--- src/rtl/mul_hilo_ctrl.sv ---
// Sequencing controller for a combinational 32x32 signed multiplier: latches the
// operands, waits SETTLE_CYCLES for the product to settle, then captures it into HI/LO.
module mul_hilo_ctrl #(
    parameter int unsigned SETTLE_CYCLES = 2
) (
    input  logic        clock,
    input  logic        clear,
    input  logic        start,
    input  logic [31:0] mp_in,
    input  logic [31:0] mc_in,
    output logic [31:0] mp_out,
    output logic [31:0] mc_out,
    input  logic [31:0] prod_hi,
    input  logic [31:0] prod_lo,
    input  logic [31:0] hi_in,
    input  logic [31:0] lo_in,
    input  logic        hi_we,
    input  logic        lo_we,
    output logic [31:0] hi_q,
    output logic [31:0] lo_q,
    output logic        busy,
    output logic        done
);

    typedef enum logic [1:0] {
        S_IDLE,
        S_WAIT,
        S_CAPTURE
    } state_t;

    // WAIT counts down from SETTLE_CYCLES-1 to 0, so it lasts SETTLE_CYCLES cycles.
    localparam logic [7:0] CNT_INIT = (SETTLE_CYCLES == 0) ? 8'd0 : 8'(SETTLE_CYCLES - 1);
    localparam bit         NO_WAIT  = (SETTLE_CYCLES == 0);

    state_t     state_q;
    logic [7:0] cnt_q;

    // NOTE: every register here is updated with <= so all of them see the
    // pre-edge values of each other, which is what makes this one block a
    // correct FSM with registered outputs.
    always_ff @(posedge clock or negedge clear) begin
        if (!clear) begin
            state_q <= S_IDLE;
            cnt_q   <= '0;
            mp_out  <= '0;
            mc_out  <= '0;
            hi_q    <= '0;
            lo_q    <= '0;
            busy    <= 1'b0;
            done    <= 1'b0;
        end else begin
            done <= 1'b0;

            // Direct loads are applied in every state; the CAPTURE branch below
            // assigns HI/LO again, and the later assignment wins the collision.
            if (hi_we) hi_q <= hi_in;
            if (lo_we) lo_q <= lo_in;

            unique case (state_q)
                S_IDLE: begin
                    if (start) begin
                        mp_out <= mp_in;
                        mc_out <= mc_in;
                        busy   <= 1'b1;
                        if (NO_WAIT) begin
                            state_q <= S_CAPTURE;
                        end else begin
                            cnt_q   <= CNT_INIT;
                            state_q <= S_WAIT;
                        end
                    end
                end

                S_WAIT: begin
                    if (cnt_q == 8'd0) state_q <= S_CAPTURE;
                    else               cnt_q   <= cnt_q - 8'd1;
                end

                S_CAPTURE: begin
                    hi_q    <= prod_hi;
                    lo_q    <= prod_lo;
                    done    <= 1'b1;
                    busy    <= 1'b0;
                    state_q <= S_IDLE;
                end

                default: begin
                    busy    <= 1'b0;
                    state_q <= S_IDLE;
                end
            endcase
        end
    end

endmodule
--- config.mk ---
export PLATFORM = sky130hd
export DESIGN_NAME = mul_hilo_ctrl
export DESIGN_NICKNAME = d
export VERILOG_FILES = /design/src/rtl/mul_hilo_ctrl.sv
export SDC_FILE = /design/constraint.sdc
export NUM_CORES = 1
export LEC_CHECK = 0
export ABC_AREA = 1
export BUFFER_PORTS_ARGS = -buffer_cell sky130_fd_sc_hd__buf_2
export CORE_AREA = 2 2 129 131
export DETAILED_ROUTE_END_ITERATION = 7
export DIE_AREA = 0 0 131 133
export PLACE_DENSITY = 0.71
export SETUP_SLACK_MARGIN = 0.15
export SLEW_MARGIN = 30
export SYNTH_ARGS = -nofsm -noshare
export SYNTH_HDL_FRONTEND = slang
export SYNTH_SLANG_ARGS = --single-unit
--- constraint.sdc ---
create_clock -name clock -period 2.7 [get_ports clock]
set_input_delay 0.405 -clock clock [delete_from_list [all_inputs] [get_ports clock]]
set_output_delay 0.405 -clock clock [all_outputs]
set_load 0.02 [all_outputs]
==> Yosys cells after proc, flatten, opt, wreduce, memory -nomap -nowiden <==
Cells that the tools add are included.
{ "word_totals": {"register_bits": 140, "word_cells": 37} }
{ "op_classes": {"add_sub_neg": 1, "n_mux": 13, "n_bitwise": 1, "eq_ne": 5, "n_reduce_logical": 9} }
{ "op_table": {"columns": ["op", "count"], "rows": [
  ["$mux 32", 4],
  ["$mux 8", 2],
  ["$pmux 8 s2", 1],
  ["$logic_not 8->1", 1],
  ["$sub 8x1->8 const B", 1],
  ["$ne 2x2->1 const B", 3],
  ["$reduce_and 2->1", 3],
  ["$reduce_bool 2->1", 3],
  ["$mux 2", 2],
  ["$pmux 2 s2", 1],
  ["$reduce_and 3->1", 1],
  ["$eq 2x1->1 const B", 1],
  ["$eq 2x2->1 const B", 1],
  ["$logic_not 2->1", 1],
  ["$mux 1", 2],
  ["$pmux 1 s2", 1],
  ["$not 1->1", 1]
]} }

==> Longest topological paths before layout <==
{ "depth": {"depth_word": 3, "depth_mapped": 9} }

==> Least setup slack after synthesis <==
Ideal clock, no wire load.
{ "synth_timing": {"path_kind": "register -> register", "startpoint": "register cnt_q[0]", "endpoint": "register cnt_q[0]", "setup_ns": 0.117, "t_arrival_ns": 1.143, "stages_incl_launch_ff": 10, "required_ns": 2.583, "setup_slack_ns": 1.440, "path_cell_list": "dfrtp_1 -> inv_1 -> ha_1 -> nand2_1 -> nor2_1 -> nand2_2 -> nand2_4 -> nand2_4 -> nor2_1 -> nor2_1"} }
{ "synth_via": {"elab_chain_cells": 3, "elab_cells_between_ends": 6, "cone_classes": "add/sub: 1; eq/ne: 1; mux: 2; reduce/logical: 2"} }
{ "synth_lines": {"columns": ["element", "line_no", "rtl"], "rows": [
  ["start: declaration", "36", "logic [7:0] cnt_q;"],
  ["start signal: assignment", "76", "else cnt_q <= cnt_q - 8'd1;"],
  ["$sub 8x1->8 / $logic_not 8->1 (equally long branches)", "76, 75", null],
  ["$mux 8 / $ne 2x2->1 (equally long branches)", null, null],
  ["$pmux 8 s2 / $reduce_and 3->1 (equally long branches)", null, null]
]} }
Parallel ways exist; a longest one is shown, timed or not. The select of a mux whose other input is x is not followed.
A chain may end at the register's enable or synchronous reset.

==> Final worst setup path <==
{ "layout_timing": {"startpoint": "register state_q[1]", "endpoint": "register mc_out[21]"} }
{ "layout_via": {"elab_chain_cells": 2} }
{ "layout_lines": {"columns": ["element", "line_no", "rtl"], "rows": [
  ["start: declaration", "35", "state_t state_q;"],
  ["start signal: assignment", "43", "state_q <= S_IDLE;"],
  ["start signal: assignment", "66", "state_q <= S_CAPTURE;"],
  ["start signal: assignment", "69", "state_q <= S_WAIT;"],
  ["$logic_not 2->1", "59", "unique case (state_q)"],
  ["$reduce_and 2->1 (no source line)", null, null],
  ["end signal: assignment", "63", "mc_out <= mc_in;"],
  ["end: declaration", "12", "output logic [31:0] mc_out,"]
]} }
Every way passes these cells.

==> results.json <==
{
  "finalSetupViolCount": 0,
  "start_util_pct": 38.9,
  "drive_above_1_share_pct": 48.6,
  "cp-end-kind": "flop",
  "hold_class": "in2reg",
  "cts_tree": "done",
  "postCtsSetupRepairBufs": 0,
  "fin_worst_skew_ps": 6.46,
  "cts-resized-gates": 0,
  "dpl_cell_area_mm2": 0.00810,
  "fin_crit_sh_pct": 62.8,
  "grt_pass1_wl_um": 27500,
  "synth_area_per_cell_um2": 10.9,
  "fp.dieW_um": 131,
  "grt_start_max_net_pins": 129,
  "yosysUniqueCellTypes": 22,
  "final_util_pct": 54.0,
  "antenna_cells": 0,
  "drv_slew": 0,
  "synth_area_leaders": "dfrtp_1 56%, nand3_1 16%, mux2_4 15%",
  "hold_buffers": 1,
  "cts_buffer_depth": 2,
  "crit_fanout": 30,
  "die_h_um": 133,
  "min_period_ps": 1700,
  "fmax_mhz": 590,
  "reg2reg_to": "mc_out[21]$_DFFE_PN0P_",
  "drc": 0,
  "crit_path_start_kind": "flop",
  "drtIter0Drc": 298,
  "p_leak_nw": 4.71,
  "rsz0062_at_grt": "no",
  "antenna_found_initial": 1,
  "hpwl_um": 12900,
  "path_clk_slew_ps": 60,
  "regToRegSetupSlack_ps": 1000,
  "viasPerCell": 4.87,
  "syn-num-nets": 778,
  "postLayoutCellArea_mm2": 0.00873,
  "yosysWarnings": 0,
  "maxCapViolations": 0,
  "worstMarginPinSlew_ps": 613,
  "tns_ps": 0,
  "hold_violations": 0,
  "arrival_ps": 1990,
  "reg2reg_from": "state_q[1]$_DFFE_PN0P_",
  "holdWs_ps": 207,
  "cts_buffers": 17,
  "port_buffers": 326,
  "grt_pass1_vias": 5191,
  "globalplace.congestion": 0.747,
  "core_area_mm2": 0.0162,
  "syn_area_mm2": 0.00629,
  "area_growth_pct": 38.8,
  "outcome": "complete, no violations",
  "drt_first_pass_iters": 4,
  "powerDensity_mw_per_mm2": 1130,
  "grt-ovfl-total": 0,
  "fp-row-count": 47,
  "wirelength_um": 18100,
  "whs_path_depth": 3,
  "wl_per_cell_um": 16.1,
  "ys_seq_area_share_pct": 55.7,
  "worstPathRequired_ps": 3000,
  "endpoint": "mc_out[21]$_DFFE_PN0P_",
  "vdd_drop_max_mv": 0.687,
  "drtAntennaViolNets": 0,
  "fin_nets": 1093,
  "clock-sinks": 140,
  "reg2regPathDepth": 4,
  "grtUsageTotal_pct": 20.3,
  "synth_area_leader_cell": "dfrtp_1",
  "die-area_mm2": 0.0174,
  "root_buffer": "clkbuf_16",
  "hold_path.startpoint": "prod_lo[30]",
  "critPathKind": "reg2reg",
  "clock_latency_ps": 410,
  "vias": 5490,
  "htree_levels": 4,
  "crit_start": "state_q[1]$_DFFE_PN0P_",
  "pin_count": 327,
  "yosys_register_bits": 140,
  "synth_top_area_share_pct": 55.7,
  "synth_cells": 579,
  "slew-limit-headroom_pct": 59.1
}
flip-flops by register name, indices dropped and copies added, names as in the netlist:
signal and count:
busy 1, cnt_q 8, done 1, hi_q 32, lo_q 32, mc_out 32
mp_out 32, state_q 2
critical path, stage by stage (launching register included):
cell and delay (ps):
dfrtp_1 440, nor2_2 80, nand2_4 400, buf_4 320
mux2_4 310
cells in the mapped netlist:
cell and count:
nand4_1 3, nand3_1 200, nand2_1 84, inv_2 1
nand2_2 1, o21ai_1 2, buf_2 18, xnor2_1 1
buf_4 3, dfrtp_1 140, buf_1 2, clkbuf_1 12
a21oi_1 1, inv_1 13, xor2_1 2, buf_6 7
nor2_2 3, nor2_1 16, o21bai_1 1, nand2_4 3
mux2_4 64, ha_1 2
area by class of cell:
class                           instances  area, µm²
Clock buffer                           19        443
Clock inverter                         13        176
Fill cell                            1422       7440
Inverter                               14       52.6
Multi-Input combinational cell        383       2500
Sequential cell                       140       3500
Tap cell                              220        275
Timing Repair Buffer                  338       1780
cells by family (layout without fill, tap and decap cells):
kind of cell,after synthesis,after routing,share of synthesized area (%)
AND/OR/NAND/NOR,310,310,23.1
flip-flops,140,140,55.7
multiplexers,64,64,15.3
buffers and inverters,56,384,4.72
adder cells (fa/ha/maj),2,2,0.398
AO/OA/AOI/OAI,4,4,0.358
XOR/XNOR,3,3,0.418
how the worst min path moves through the flow:
stage | to | slack (ps)
CTS | lo_q[18]$_DFFE_PN0P_ | 190
global placement | hi_q[19]$_DFFE_PN0P_ | 430
global route | mp_out[23]$_DFFE_PN0P_ | 190
finish | lo_q[30]$_DFFE_PN0P_ | 210
detailed placement | hi_q[19]$_DFFE_PN0P_ | 440
floorplan | busy$_DFFE_PN0P_ | 110
report_power, final:
part / leakage [nW] / switching [mW] / internal, mW
logic: 2.73 / 2.28 / 1.77
clock network: 0.300 / 0.953 / 1.50
registers: 1.69 / 0.482 / 2.90
total: 4.71 / 3.71 / 6.17
per-layer routing:
metal | vias to the layer above | routed length, µm | track usage, % | part of all wire (%)
met1 | 2621 | 7520 | 25.7 | 41
li1 | 2616 | - | - | -
met3 | 26 | 1300 | 5.86 | 7.2
met5 | - | 13 | 0 | 0.072
met2 | 225 | 9090 | 33.8 | 50
met4 | 2 | 223 | 5.50 | 1.2
layout by cell type, fill, tap and decap left out, types with 2 or more instances in the layout:
master,Yosys,layout
buf_2,18,325
nand3_1,200,200
dfrtp_1,140,140
nand2_1,84,83
mux2_4,64,64
clkbuf_16,0,17
nor2_1,16,16
inv_1,13,13
buf_4,3,7
inv_6,0,6
nand2_4,3,4
buf_12,0,4
nor2_2,3,3
nand4_1,3,3
bufinv_16,0,3
clkinv_4,0,3
xor2_1,2,2
o21ai_1,2,2
ha_1,2,2
through the flow:
| step | std cells | power [mW] | setup WS, ps |
|---|---|---|---|
| 2_1_floorplan | 579 | 6.13 | 1440 |
| 3_3_place_gp | 1094 | 7.39 | 993 |
| 3_5_place_dp | 1094 | 7.46 | 972 |
| 4_1_cts | 1127 | 9.98 | 998 |
| 5_1_grt | 1127 | 10.4 | 904 |
| 6_report | 1127 | 9.88 | 1000 |
Note: power is estimated with default switching activity, not from simulation.
